==> src/rtl/cdb_arbiter_pkg.sv <==
// Shared types and constants for the result-writeback arbiter.
// Producer indices, ROB tag range and the {tag, value} result bundle.
package cdb_arbiter_pkg;

  localparam int TAG_W   = 3;
  localparam int DATA_W  = 32;
  localparam int NUM_SRC = 3;
  localparam int SRC_W   = 2;

  localparam logic [TAG_W-1:0] TAG_NONE = '0;
  localparam logic [TAG_W-1:0] ROB_MIN  = 3'd1;
  localparam logic [TAG_W-1:0] ROB_MAX  = 3'd7;

  localparam logic [SRC_W-1:0] SRC_ALU = 2'd0;
  localparam logic [SRC_W-1:0] SRC_LSU = 2'd1;
  localparam logic [SRC_W-1:0] SRC_BR  = 2'd2;

  typedef struct packed {
    logic [TAG_W-1:0]  tag;
    logic [DATA_W-1:0] value;
  } result_t;

endpackage

==> src/rtl/cdb_arbiter_if.sv <==
// Producer push handshakes plus the registered common-data-bus.
// slave = arbiter side, master = producers and bus snoopers.
interface cdb_arbiter_if #(
  parameter int N_REQ  = 3,
  parameter int TAG_W  = 3,
  parameter int DATA_W = 32
);

  logic [N_REQ-1:0]        req_valid;
  logic [N_REQ*TAG_W-1:0]  req_tag;
  logic [N_REQ*DATA_W-1:0] req_value;
  logic [N_REQ-1:0]        req_ready;
  logic [TAG_W-1:0]        cdb_num;
  logic [DATA_W-1:0]       cdb_value;
  logic [1:0]              cdb_src;
  logic                    conflict;

  modport master (
    output req_valid,
    output req_tag,
    output req_value,
    input  req_ready,
    input  cdb_num,
    input  cdb_value,
    input  cdb_src,
    input  conflict
  );

  modport slave (
    input  req_valid,
    input  req_tag,
    input  req_value,
    output req_ready,
    output cdb_num,
    output cdb_value,
    output cdb_src,
    output conflict
  );

endinterface

==> src/rtl/cdb_arbiter_queue.sv <==
// Per-producer result FIFO: DEPTH entries, push/pop/clear.
// Caller guarantees no push when full and no pop when empty.
module cdb_queue #(
  parameter int DEPTH  = 2,
  parameter int TAG_W  = 3,
  parameter int DATA_W = 32
) (
  input  logic                       clk,
  input  logic                       rst,
  input  logic                       clear,
  input  logic                       push,
  input  logic                       pop,
  input  logic [TAG_W-1:0]           push_tag,
  input  logic [DATA_W-1:0]          push_value,
  output logic [TAG_W-1:0]           head_tag,
  output logic [DATA_W-1:0]          head_value,
  output logic [$clog2(DEPTH):0]     count,
  output logic                       full
);

  localparam int AW = $clog2(DEPTH);
  localparam int CW = AW + 1;

  typedef struct packed {
    logic [TAG_W-1:0]  tag;
    logic [DATA_W-1:0] value;
  } entry_t;

  entry_t          mem_q [DEPTH];
  entry_t          mem_d [DEPTH];
  logic [AW-1:0]   rd_q, rd_d;
  logic [AW-1:0]   wr_q, wr_d;
  logic [CW-1:0]   cnt_q, cnt_d;

  always_comb begin
    mem_d = mem_q;
    rd_d  = rd_q;
    wr_d  = wr_q;
    cnt_d = cnt_q;
    if (clear) begin
      rd_d  = '0;
      wr_d  = '0;
      cnt_d = '0;
    end else begin
      if (push) begin
        mem_d[wr_q].tag   = push_tag;
        mem_d[wr_q].value = push_value;
        wr_d = wr_q + 1'b1;
      end
      if (pop) begin
        rd_d = rd_q + 1'b1;
      end
      // push+pop together leaves count alone
      cnt_d = cnt_q + CW'(push) - CW'(pop);
    end
  end

  always_ff @(posedge clk or posedge rst) begin
    if (rst) begin
      rd_q  <= '0;
      wr_q  <= '0;
      cnt_q <= '0;
      for (int i = 0; i < DEPTH; i++) begin
        mem_q[i] <= '0;
      end
    end else begin
      rd_q  <= rd_d;
      wr_q  <= wr_d;
      cnt_q <= cnt_d;
      mem_q <= mem_d;
    end
  end

  assign head_tag   = mem_q[rd_q].tag;
  assign head_value = mem_q[rd_q].value;
  assign count      = cnt_q;
  assign full       = (cnt_q == CW'(DEPTH));

endmodule

==> src/rtl/cdb_arbiter.sv <==
// Round-robin writeback arbiter: N_REQ producer queues onto one
// registered common-data-bus snooped by ROB, RS and LSB.
module cdb_arbiter #(
  parameter int N_REQ  = 3,
  parameter int DEPTH  = 2,
  parameter int TAG_W  = 3,
  parameter int DATA_W = 32
) (
  input  logic          clk,
  input  logic          rst,
  input  logic          flush,
  cdb_arbiter_if.slave  bus
);

  import cdb_arbiter_pkg::*;

  localparam int CW = $clog2(DEPTH) + 1;

  logic [N_REQ-1:0]  push;
  logic [N_REQ-1:0]  pop;
  logic [N_REQ-1:0]  full;
  logic [N_REQ-1:0]  elig;
  logic [CW-1:0]     cnt      [N_REQ];
  logic [TAG_W-1:0]  head_tag [N_REQ];
  logic [DATA_W-1:0] head_val [N_REQ];

  logic              found;
  logic [SRC_W-1:0]  win;
  logic [TAG_W-1:0]  sel_tag;
  logic [DATA_W-1:0] sel_val;

  logic [TAG_W-1:0]  num_q, num_d;
  logic [DATA_W-1:0] val_q, val_d;
  logic [SRC_W-1:0]  src_q, src_d;
  logic [SRC_W-1:0]  last_q, last_d;
  logic              conf_q, conf_d;

  // First eligible queue after `last`, wrapping; {hit, index}.
  function automatic logic [SRC_W:0] rr_pick(
    input logic [N_REQ-1:0] el,
    input logic [SRC_W-1:0] last
  );
    logic             hit;
    logic [SRC_W-1:0] sel;
    hit = 1'b0;
    sel = last;
    for (int k = 1; k <= N_REQ; k++) begin
      for (int j = 0; j < N_REQ; j++) begin
        if (!hit && el[j] && (j == (int'(last) + k) % N_REQ)) begin
          hit = 1'b1;
          sel = SRC_W'(j);
        end
      end
    end
    return {hit, sel};
  endfunction

  assign {found, win} = rr_pick(elig, last_q);

  for (genvar g = 0; g < N_REQ; g++) begin : g_q
    logic [TAG_W-1:0]  in_tag;
    logic [DATA_W-1:0] in_val;

    assign in_tag = bus.req_tag[g*TAG_W +: TAG_W];
    assign in_val = bus.req_value[g*DATA_W +: DATA_W];

    assign bus.req_ready[g] = !full[g] && !rst;
    assign elig[g] = (cnt[g] != '0);

    // tag 0 handshakes but never enqueues
    assign push[g] = bus.req_valid[g] && bus.req_ready[g]
                  && (in_tag != '0) && !flush;
    assign pop[g]  = found && (win == SRC_W'(g)) && !flush;

    cdb_queue #(
      .DEPTH  (DEPTH),
      .TAG_W  (TAG_W),
      .DATA_W (DATA_W)
    ) u_q (
      .clk        (clk),
      .rst        (rst),
      .clear      (flush),
      .push       (push[g]),
      .pop        (pop[g]),
      .push_tag   (in_tag),
      .push_value (in_val),
      .head_tag   (head_tag[g]),
      .head_value (head_val[g]),
      .count      (cnt[g]),
      .full       (full[g])
    );
  end

  always_comb begin
    sel_tag = '0;
    sel_val = '0;
    for (int i = 0; i < N_REQ; i++) begin
      if (win == SRC_W'(i)) begin
        sel_tag = head_tag[i];
        sel_val = head_val[i];
      end
    end
  end

  always_comb begin
    num_d  = '0;
    val_d  = val_q;
    src_d  = src_q;
    last_d = last_q;
    conf_d = 1'b0;
    if (flush) begin
      last_d = SRC_W'(N_REQ - 1);
    end else if (found) begin
      num_d  = sel_tag;
      val_d  = sel_val;
      src_d  = win;
      last_d = win;
      conf_d = ($countones(elig) >= 2);
    end
  end

  always_ff @(posedge clk or posedge rst) begin
    if (rst) begin
      num_q  <= '0;
      val_q  <= '0;
      src_q  <= '0;
      conf_q <= 1'b0;
      last_q <= SRC_W'(N_REQ - 1);
    end else begin
      num_q  <= num_d;
      val_q  <= val_d;
      src_q  <= src_d;
      conf_q <= conf_d;
      last_q <= last_d;
    end
  end

  assign bus.cdb_num   = num_q;
  assign bus.cdb_value = val_q;
  assign bus.cdb_src   = src_q;
  assign bus.conflict  = conf_q;

endmodule
==> src/flat_wrapper.sv <==
// flat-port wrapper written by rule: the top's interface ports become plain ports
module cdb_arbiter_flat import cdb_arbiter_pkg::*;
#(
  parameter int N_REQ  = 3,
  parameter int DEPTH  = 2,
  parameter int TAG_W  = 3,
  parameter int DATA_W = 32
)
  (clk, rst, flush, bus_req_valid, bus_req_tag, bus_req_value, bus_req_ready, bus_cdb_num, bus_cdb_value, bus_cdb_src, bus_conflict);
  cdb_arbiter_if #(.N_REQ(N_REQ), .TAG_W(TAG_W), .DATA_W(DATA_W)) bus_i ();
  input  logic clk;
  input  logic rst;
  input  logic flush;
  input wire logic [$bits(bus_i.req_valid)-1:0] bus_req_valid;
  input wire logic [$bits(bus_i.req_tag)-1:0] bus_req_tag;
  input wire logic [$bits(bus_i.req_value)-1:0] bus_req_value;
  output wire logic [$bits(bus_i.req_ready)-1:0] bus_req_ready;
  output wire logic [$bits(bus_i.cdb_num)-1:0] bus_cdb_num;
  output wire logic [$bits(bus_i.cdb_value)-1:0] bus_cdb_value;
  output wire logic [$bits(bus_i.cdb_src)-1:0] bus_cdb_src;
  output wire logic [$bits(bus_i.conflict)-1:0] bus_conflict;
  assign bus_i.req_valid = bus_req_valid;
  assign bus_i.req_tag = bus_req_tag;
  assign bus_i.req_value = bus_req_value;
  assign bus_req_ready = bus_i.req_ready;
  assign bus_cdb_num = bus_i.cdb_num;
  assign bus_cdb_value = bus_i.cdb_value;
  assign bus_cdb_src = bus_i.cdb_src;
  assign bus_conflict = bus_i.conflict;
  cdb_arbiter #(.N_REQ(N_REQ), .DEPTH(DEPTH), .TAG_W(TAG_W), .DATA_W(DATA_W)) u_core (.clk(clk), .rst(rst), .flush(flush), .bus(bus_i));
endmodule
==> config.mk <==
export PLATFORM = sky130hd
export DESIGN_NAME = cdb_arbiter_flat
export DESIGN_NICKNAME = d
export VERILOG_FILES = /design/src/rtl/cdb_arbiter_pkg.sv /design/src/rtl/cdb_arbiter_if.sv /design/src/rtl/cdb_arbiter_queue.sv /design/src/rtl/cdb_arbiter.sv /design/src/flat_wrapper.sv
export SDC_FILE = /design/constraint.sdc
export NUM_CORES = 1
export LEC_CHECK = 0
export CAP_MARGIN = 15
export CORE_ASPECT_RATIO = 1.5
export CORE_MARGIN = 2
export CORE_UTILIZATION = 45
export DETAILED_ROUTE_END_ITERATION = 6
export PLACE_DENSITY = 0.7
export SETUP_SLACK_MARGIN = 0.05
export SLEW_MARGIN = 30
export SYNTH_ARGS = -nofsm -noshare
export SYNTH_HDL_FRONTEND = slang
export SYNTH_SLANG_ARGS = --single-unit
==> constraint.sdc <==
create_clock -name clk -period 9.4 [get_ports clk]
set_input_delay 2.82 -clock clk [delete_from_list [all_inputs] [get_ports clk]]
set_output_delay 2.82 -clock clk [all_outputs]
set_load 0.1 [all_outputs]
Word-level counts from Yosys, hierarchy flattened
Cells that the tools add are included.
{ "totals": {"elab_cells": 218, "out_inout_bits": 41, "regBits": 262, "in_bits": 111} }
{ "classes": {"eq_ne": 11, "n_addsub": 17, "n_bitwise": 7, "n_reduce_logical": 72, "magnitude_cmp": 10, "div": 3, "mux": 72} }
{ "op_table": {"columns": ["operator", "count"], "rows": [
  ["$bwmux W70", 6],
  ["$mux W35", 12],
  ["$demux W35 S1", 6],
  ["$mux W32", 6],
  ["$eq A2 B32 Y1 const A", 3],
  ["$eq A3 B32 Y1 const A", 3],
  ["$logic_not A32 Y1", 3],
  ["$mod A32 B3 Y32 const B", 3],
  ["$logic_and A1 B1 Y1", 38],
  ["$add A32 B1 Y32", 1],
  ["$ge A32 B3 Y1 const B", 1],
  ["$mux W2", 14],
  ["$mux W1", 23],
  ["$reduce_bool A2 Y1", 10],
  ["$mux W3", 5],
  ["$logic_not A1 Y1", 13],
  ["$ge A2 B2 Y1 const B", 6],
  ["$not A1 Y2", 6],
  ["$reduce_bool A3 Y1", 3],
  ["$eq A2 B2 Y1 const B", 4],
  ["$reduce_and A2 Y1", 4],
  ["$add A1 B1 Y1 const B", 6],
  ["$add A2 B1 Y2", 3],
  ["$add A2 B2 Y3 const B", 2],
  ["7 further kinds", 11]
]} }

Logic depth before layout (Yosys ltp)
Gate-level depths: netlist of run 1.
{ "logic_depth": {"word_depth": 43, "depth_mapped": 15, "mapped_depth_nobuf": 14} }

Cells and area by module
A second synthesis of run 1 with hierarchy kept.
{ "hier_totals": {"cells_unflattened": 911, "area_unflattened_um2": 12628.4} }
{ "modules_own_cells": {"columns": ["mod", "cells_each", "seq_area_each_um2", "area_per_inst_um2", "instances"], "rows": [
  ["cdb_queue", 204, 1851.8, 3261.9, 3],
  ["cdb_arbiter", 299, 1002.2, 2842.7, 1]
]} }

Worst setup path before layout of run 1
OpenSTA, ideal clock, no wires.
{ "synth_path": {"path_kind": "input to output", "from": "input rst", "to": "output bus_req_ready[2]", "arrival_time_ns": 4.315, "n_path_buf": 0, "required_time_ns": 6.580, "setup_slack_ns": 2.265, "stages": 1, "path_cell_list": "a21oi_1"} }
{ "synth_via": {"elab_chain_cells": 2} }
{ "synth_lines": {"columns": ["element", "line_no", "source"], "rows": [
  ["start, declared", "flat_wrapper.sv:12", "input logic rst;"],
  ["$logic_not A1 Y1", "cdb_arbiter.sv:67", "assign bus.req_ready[g] = !full[g] && !rst;"],
  ["$logic_and A1 B1 Y1", "cdb_arbiter.sv:67", null],
  ["end, declared", "flat_wrapper.sv:17", "output wire logic [$bits(bus_i.req_ready)-1:0] bus_req_ready;"]
]} }
Every way passes these cells.

Worst setup path after layout of run 1
{ "layout_path": {"from": "input rst", "to": "output bus_req_ready[1]"} }
Same word-level chain as after synthesis.

==> results of run 1 <==
## area by class of cell
type	instances	area [um2]	share of cell area, %
inverters	11	45.0	0.305
clock inverters	13	171	1.16
well taps	337	422	2.85
flip-flops and latches	262	6560	44.4
repair buffers	165	1650	11.1
multi-input cells	526	5180	35.1
clock buffers	35	746	5.05
## flip-flops by register name, summed over array words and instances (netlist names)
| name | flops |
|---|---|
| u_core.g_q.u_q.mem_q | 210 |
| u_core.bus.cdb_value | 32 |
| u_core.g_q.u_q.count | 6 |
| u_core.bus.cdb_num | 3 |
| u_core.g_q.u_q.rd_q | 3 |
| u_core.g_q.u_q.wr_q | 3 |
| u_core.bus.cdb_src | 2 |
| u_core.last_q | 2 |
| u_core.bus.conflict | 1 |
## through the flow
stage | utilization, % | hold WS (ns) | setup slack, ns | cell area [um2] | cells
after floorplan | - | 0.457 | 2.27 | 12000 | 857
after global placement | 52.3 | 0.467 | 1.90 | 13800 | 1299
after detailed placement | 52.5 | 0.476 | 1.85 | 13800 | 1300
after CTS | 55.9 | 0.490 | 1.84 | 14800 | 1348
after global routing | 56.0 | 0.512 | 1.74 | 14800 | 1349
final | 56.0 | 0.486 | 1.84 | 14800 | 1349
## worst max-delay path by stage
stage,from,end,slack (ns)
4_1_cts,rst,bus_req_ready[1],1.84
5_1_grt,rst,bus_req_ready[1],1.74
3_3_place_gp,rst,bus_req_ready[1],1.90
6_report,rst,bus_req_ready[1],1.84
3_5_place_dp,rst,bus_req_ready[1],1.85
2_1_floorplan,rst,bus_req_ready[2],2.27
## logic make-up after synthesis
logic type	Yosys count	share of synthesized area, %
compound gates	126	8.70
xor+xnor	10	0.730
simple gates	64	2.88
fa+ha+maj	9	0.939
buf+inv	69	2.73
flops	262	54.7
mux	317	29.4
## layout by cell type, fill, tap and decap left out, drive strengths merged, types with 7 or more instances in the layout
| cell | Yosys | layout |
|---|---|---|
| inv | 11 | 10 |
| dfrtp | 261 | 261 |
| o221a | 35 | 35 |
| nor2 | 20 | 20 |
| clkbuf | 28 | 35 |
| o22ai | 32 | 32 |
| ha | 9 | 9 |
| clkinv | 0 | 8 |
| nand2 | 12 | 12 |
| mux2 | 279 | 279 |
| nor3 | 7 | 7 |
| mux2i | 38 | 38 |
| clkdlybuf4s50 | 0 | 147 |
| buf | 30 | 18 |
| a211oi | 33 | 33 |
## routing by layer
| layer | routed length [um] | vias up | GRT usage, % | part of all wire [%] |
|---|---|---|---|---|
| met5 | 0 | - | 0 | 0 |
| met4 | 523 | 0 | 5.08 | 1.8 |
| met3 | 1300 | 38 | 2.88 | 4.4 |
| met2 | 16400 | 181 | 40.8 | 55 |
| met1 | 11500 | 4010 | 25.7 | 39 |
| li1 | - | 3467 | - | - |
## power breakdown
group | switching (mW) | total (mW) | internal (mW) | leakage [nW]
Combinational | 1.37 | 2.35 | 0.987 | 2.53
Sequential | 0.318 | 1.94 | 1.62 | 3.21
Clock | 0.438 | 1.10 | 0.666 | 0.454
Total | 2.12 | 5.40 | 3.28 | 6.19
==> results.sh, run 1 <==
export IMPL_status="completed"
export IMPL_netlist_top_cells_count="mux2_2, dfrtp_1, mux2i_1, a211oi_1"
export IMPL_cts_tree="built"
export IMPL_start_kind="primary input"
export IMPL_drt_pass1_iter_count=6
export IMPL_dp_hpwl_mm=19.2
export IMPL_grt_max_degree=143
export IMPL_ys_ff_latch=262
export IMPL_yosysUniqueCellTypes=47
export IMPL_drc=0
export IMPL_synth_edf_count=0
export IMPL_hold_viol=0
export IMPL_fill_cells=2188
export IMPL_reg2reg_slack_ns=5.48
export IMPL_end_kind="output pin"
export IMPL_synthCells=857
export IMPL_total_leakage_power_nw=6.19
export IMPL_total_power_mw=5.40
export IMPL_io_buffers=151
export IMPL_htree_levels=1
export IMPL_critical_path_top_delay_family="buffers and inverters"
export IMPL_r2r_start="u_core.last_q[0]"
export IMPL_row_count=73
export IMPL_gp_congestion=0.840
export IMPL_synth_top_cell_by_area="dfrtp_1"
export IMPL_max_cap_violations=0
export IMPL_finClkSkew_ns=0.0128
export IMPL_die_area_um2=28000
export IMPL_setup_viol=0
export IMPL_core_area_um2=26400
export IMPL_max_stage_delay_ns=1.18
export IMPL_ctsHoldBuffers=0
export IMPL_maxSlewViolCount=0
export IMPL_power_density_nw_per_um2=365
export IMPL_overflow=0
export IMPL_r2r_cells=11
export IMPL_synth_seq_area_share_pct=54.7
export IMPL_diodes=0
export IMPL_antenna_found_initial=0
export IMPL_period_minus_slack_ns=7.56
export IMPL_rsz0062_at_grt="no"
export IMPL_clock_fmax_mhz=132
export IMPL_hold_class="reg2reg"
export IMPL_async_flop_share_pct=100
export IMPL_post_drt_wl_per_cell_um=22.0
export IMPL_yosysMostFrequentCell="mux2_2"
export IMPL_worst_slew_pin_slew_ns=0.999
export IMPL_post_cts_buffers=0
export IMPL_die_height_um=204
export IMPL_io_pins=152
export IMPL_relSlewSlack_pct=33.4
export IMPL_initial_core_util_pct=45.4
export IMPL_drt_iter0_drc=298
export IMPL_die_w_um=137
export IMPL_grt_usage_pct=21.6
export IMPL_peakVddDrop_uv=232
export IMPL_fin_setup_tns_ns=0
export IMPL_reg2reg_to="u_core.g_q[1].u_q.count[0]"
export IMPL_holdPathEnd="u_core.g_q[1].u_q.mem_q[59]"
export IMPL_cp_num_buf_inv=2
export IMPL_ant_nets=0
export IMPL_viasPerCell=5.70
export IMPL_period_share_pct=80.4
export IMPL_cp_slowest_cell="clkdlybuf4s50_1"
export IMPL_worst_ep_required_time_ns=6.58
export IMPL_synthToLayoutAreaGrowth_pct=23.2
export IMPL_grt_pass1_wl_mm=46.7
export IMPL_numCtsBuffers=26
export IMPL_worst_path_stages=3
export IMPL_drt_total_wl_mm=29.7
export IMPL_ys_warn_count=0
export IMPL_crit_path_cell_trace="clkdlybuf4s50_1, a21oi_1, clkdlybuf4s50_1"
export IMPL_ys_flop_type="dfrtp_1"
export IMPL_ctsLongestPathBuffers=3
export IMPL_num_vias=7696
export IMPL_syn_nets=977
export IMPL_crit_path_max_fanout=4
export IMPL_post_cts_resized=0
export IMPL_whs_path_depth=1
export IMPL_cp_arrival_ns=4.74
export IMPL_clkTransAtPathRegs_ns=0.06
export IMPL_drive_gt1_share_pct=38.3
export IMPL_hold_start="u_core.g_q[1].u_q.mem_q[59]"
export IMPL_cts_sinks=262
export IMPL_clockRootBuffer="clkbuf_16"
export IMPL_postSynthAreaPerCell_um2=14.0
export IMPL_synth_area_leaders="dfrtp_1, mux2_2, mux2i_1"
export IMPL_crit_top_cell="clkdlybuf4s50_1"
export IMPL_crit_type="in2out"
export IMPL_final_nets=1112
export IMPL_first_global_vias=8399
export IMPL_clk_latency_ns=0.52
export IMPL_syn_cell_area_um2=12000
export IMPL_synth_top_area_share_pct=54.4
(Power assumes the default switching activity.)
==> run 2: changes to the inputs <==
PLACE_DENSITY = 0.67   (was 0.7)
clock period = 7.75 ns   (was 9.4 ns; I/O delays follow)
==> run 2 against run 1 <==
Net effect:
- critical path depth is the same
- routed wire length shrank 1.1%
- hold slack lost 0.0013 ns
- critical endpoint unchanged
- largest cell class unchanged
- largest power group unchanged
- highest routed layer unchanged
==> results.sh, run 2 (synthesis gave the netlist of run 1 again) <==
export IMPL_status="completed"
export IMPL_die_height_um=204
export IMPL_first_global_vias=8216
export IMPL_dpl_cell_area_um2=13800
export IMPL_total_leakage_power_nw=6.20
export IMPL_antenna_found_initial=2
export IMPL_peakVddDrop_uv=271
export IMPL_grt_pass1_wl_mm=45.9
export IMPL_drive_gt1_share_pct=38.8
export IMPL_htree_levels=1
export IMPL_p_seq_share_pct=35.6
export IMPL_dp_hpwl_mm=19.0
export IMPL_worst_ep_required_time_ns=5.43
export IMPL_end_kind="output pin"
export IMPL_clock_fmax_mhz=175
export IMPL_final_core_util_pct=56.2
export IMPL_timing_final_ws_setup_ns=2.05
export IMPL_drt_pass1_iter_count=4
export IMPL_grt_use_met1_pct=25.9
export IMPL_core_area_um2=26400
export IMPL_grt_use_met2_pct=39.3
export IMPL_clk_latency_ns=0.53
export IMPL_period_minus_slack_ns=5.70
export IMPL_clkTransAtPathRegs_ns=0.06
export IMPL_cts_tree="built"
export IMPL_rsz0062_at_grt="no"
export IMPL_post_drt_wl_per_cell_um=21.7
export IMPL_instances_no_fill=1353
export IMPL_top_register="u_core.g_q.u_q.mem_q"
export IMPL_post_cts_buffers=0
export IMPL_setup_viol=0
export IMPL_fin_setup_tns_ns=0
export IMPL_dp_cells=1302
export IMPL_period_share_pct=73.5
export IMPL_finClkSkew_ns=0.0127
export IMPL_die_area_um2=28000
export IMPL_row_count=73
export IMPL_cp_arrival_ns=3.37
export IMPL_cell_internal_pwr_mw=4.05
export IMPL_synthToLayoutAreaGrowth_pct=23.6
export IMPL_numCtsBuffers=27
export IMPL_hold_viol=0
export IMPL_final_cell_mix="mux2_2, dfrtp_1, clkdlybuf4s50_1, mux2i_1"
export IMPL_grt_usage_pct=21.5
export IMPL_start_kind="primary input"
export IMPL_gp_congestion=0.836
export IMPL_final_area_um2=14800
export IMPL_maxSlewViolCount=0
export IMPL_largest_reg_flops=210
export IMPL_grt_util_met3_pct=3.40
export IMPL_initial_core_util_pct=45.4
export IMPL_place_ws_ns=2.05
export IMPL_sw_frac_of_total_pct=38.7
export IMPL_drc=0
export IMPL_crit_path_max_fanout=4
export IMPL_final_common_cell="mux2_2"
export IMPL_worst_slew_pin_slew_ns=0.977
export IMPL_num_vias=7627
export IMPL_max_cap_violations=0
export IMPL_io_pins=152
export IMPL_post_cts_resized=0
export IMPL_hold_class="reg2reg"
export IMPL_ctsLongestPathBuffers=3
export IMPL_clkPwrFrac_pct=21.3
export IMPL_final_nets=1114
export IMPL_busiest_layer="met2"
export IMPL_overflow=0
export IMPL_clockRootBuffer="clkbuf_16"
export IMPL_p_comb_share_pct=43.1
export IMPL_grt_max_degree=158
export IMPL_ant_nets=0
export IMPL_relSlewSlack_pct=34.6
export IMPL_io_buffers=151
export IMPL_drt_total_wl_mm=29.4
export IMPL_cts_sinks=262
export IMPL_power_switching_mw=2.56
export IMPL_viasPerCell=5.64
export IMPL_die_w_um=137
export IMPL_power_density_nw_per_um2=446
export IMPL_drt_iter0_drc=389
export IMPL_crit_type="in2out"
export IMPL_ctsHoldBuffers=0
[run 2: worst paths after layout]
| path | slack (ns) | end | startpoint | cells after the start |
|---|---|---|---|---|
| setup / recovery | 2.05 | bus_req_ready[1] | rst | 3 |
| hold / removal | 0.49 | u_core.g_q[1].u_q.mem_q[60] | u_core.g_q[1].u_q.mem_q[60] | 1 |
| setup reg to reg | 4.11 | u_core.bus.cdb_num[1] | u_core.last_q[1] | 9 |
| hold reg to reg | 0.49 | u_core.g_q[1].u_q.mem_q[60] | u_core.g_q[1].u_q.mem_q[60] | 1 |
| max in group asynchronous | 4.05 | u_core.g_q[0].u_q.mem_q[4] | rst | 3 |
| min in group asynchronous | 2.37 | u_core.g_q[2].u_q.wr_q | rst | 2 |
[run 2: metrics by stage]
| step | power, mW | hold WS [ns] |
|---|---|---|
| 2_1_floorplan | 4.49 | 0.457 |
| 3_3_place_gp | 5.18 | 0.467 |
| 3_5_place_dp | 5.24 | 0.474 |
| 4_1_cts | 6.66 | 0.488 |
| 5_1_grt | 6.97 | 0.494 |
| 6_report | 6.60 | 0.485 |
[run 2: area by class of cell]
cell class                      instances  area, um2
Multi-Input combinational cell        526       5170
Timing Repair Buffer                  166       1630
Inverter                               11       45.0
Antenna cell                            2       5.00
Sequential cell                       262       6560
Clock inverter                          6        130
Tap cell                              337        422
Fill cell                            2198      11600
Clock buffer                           43        856
[run 2: worst max-delay path, cell delays in order]
cell,delay (ns)
clkdlybuf4s50_1,0.49
a21oi_1,0.22
buf_4,0.33
[run 2: power groups by stage]
stage,registers [mW],logic (mW),clock network (mW)
after global routing,2.42,3.05,1.50
after floorplan,2.87,1.62,0
after detailed placement,2.37,2.87,0
after global placement,2.35,2.83,0
after CTS,2.36,2.87,1.44
final,2.35,2.85,1.41
[run 2: metal layers]
layer / vias up / wire length (um)
met2: 199 / 15700
met1: 3897 / 11500
met4: 0 / 683
met5: - / 0
met3: 40 / 1470
li1: 3491 / -
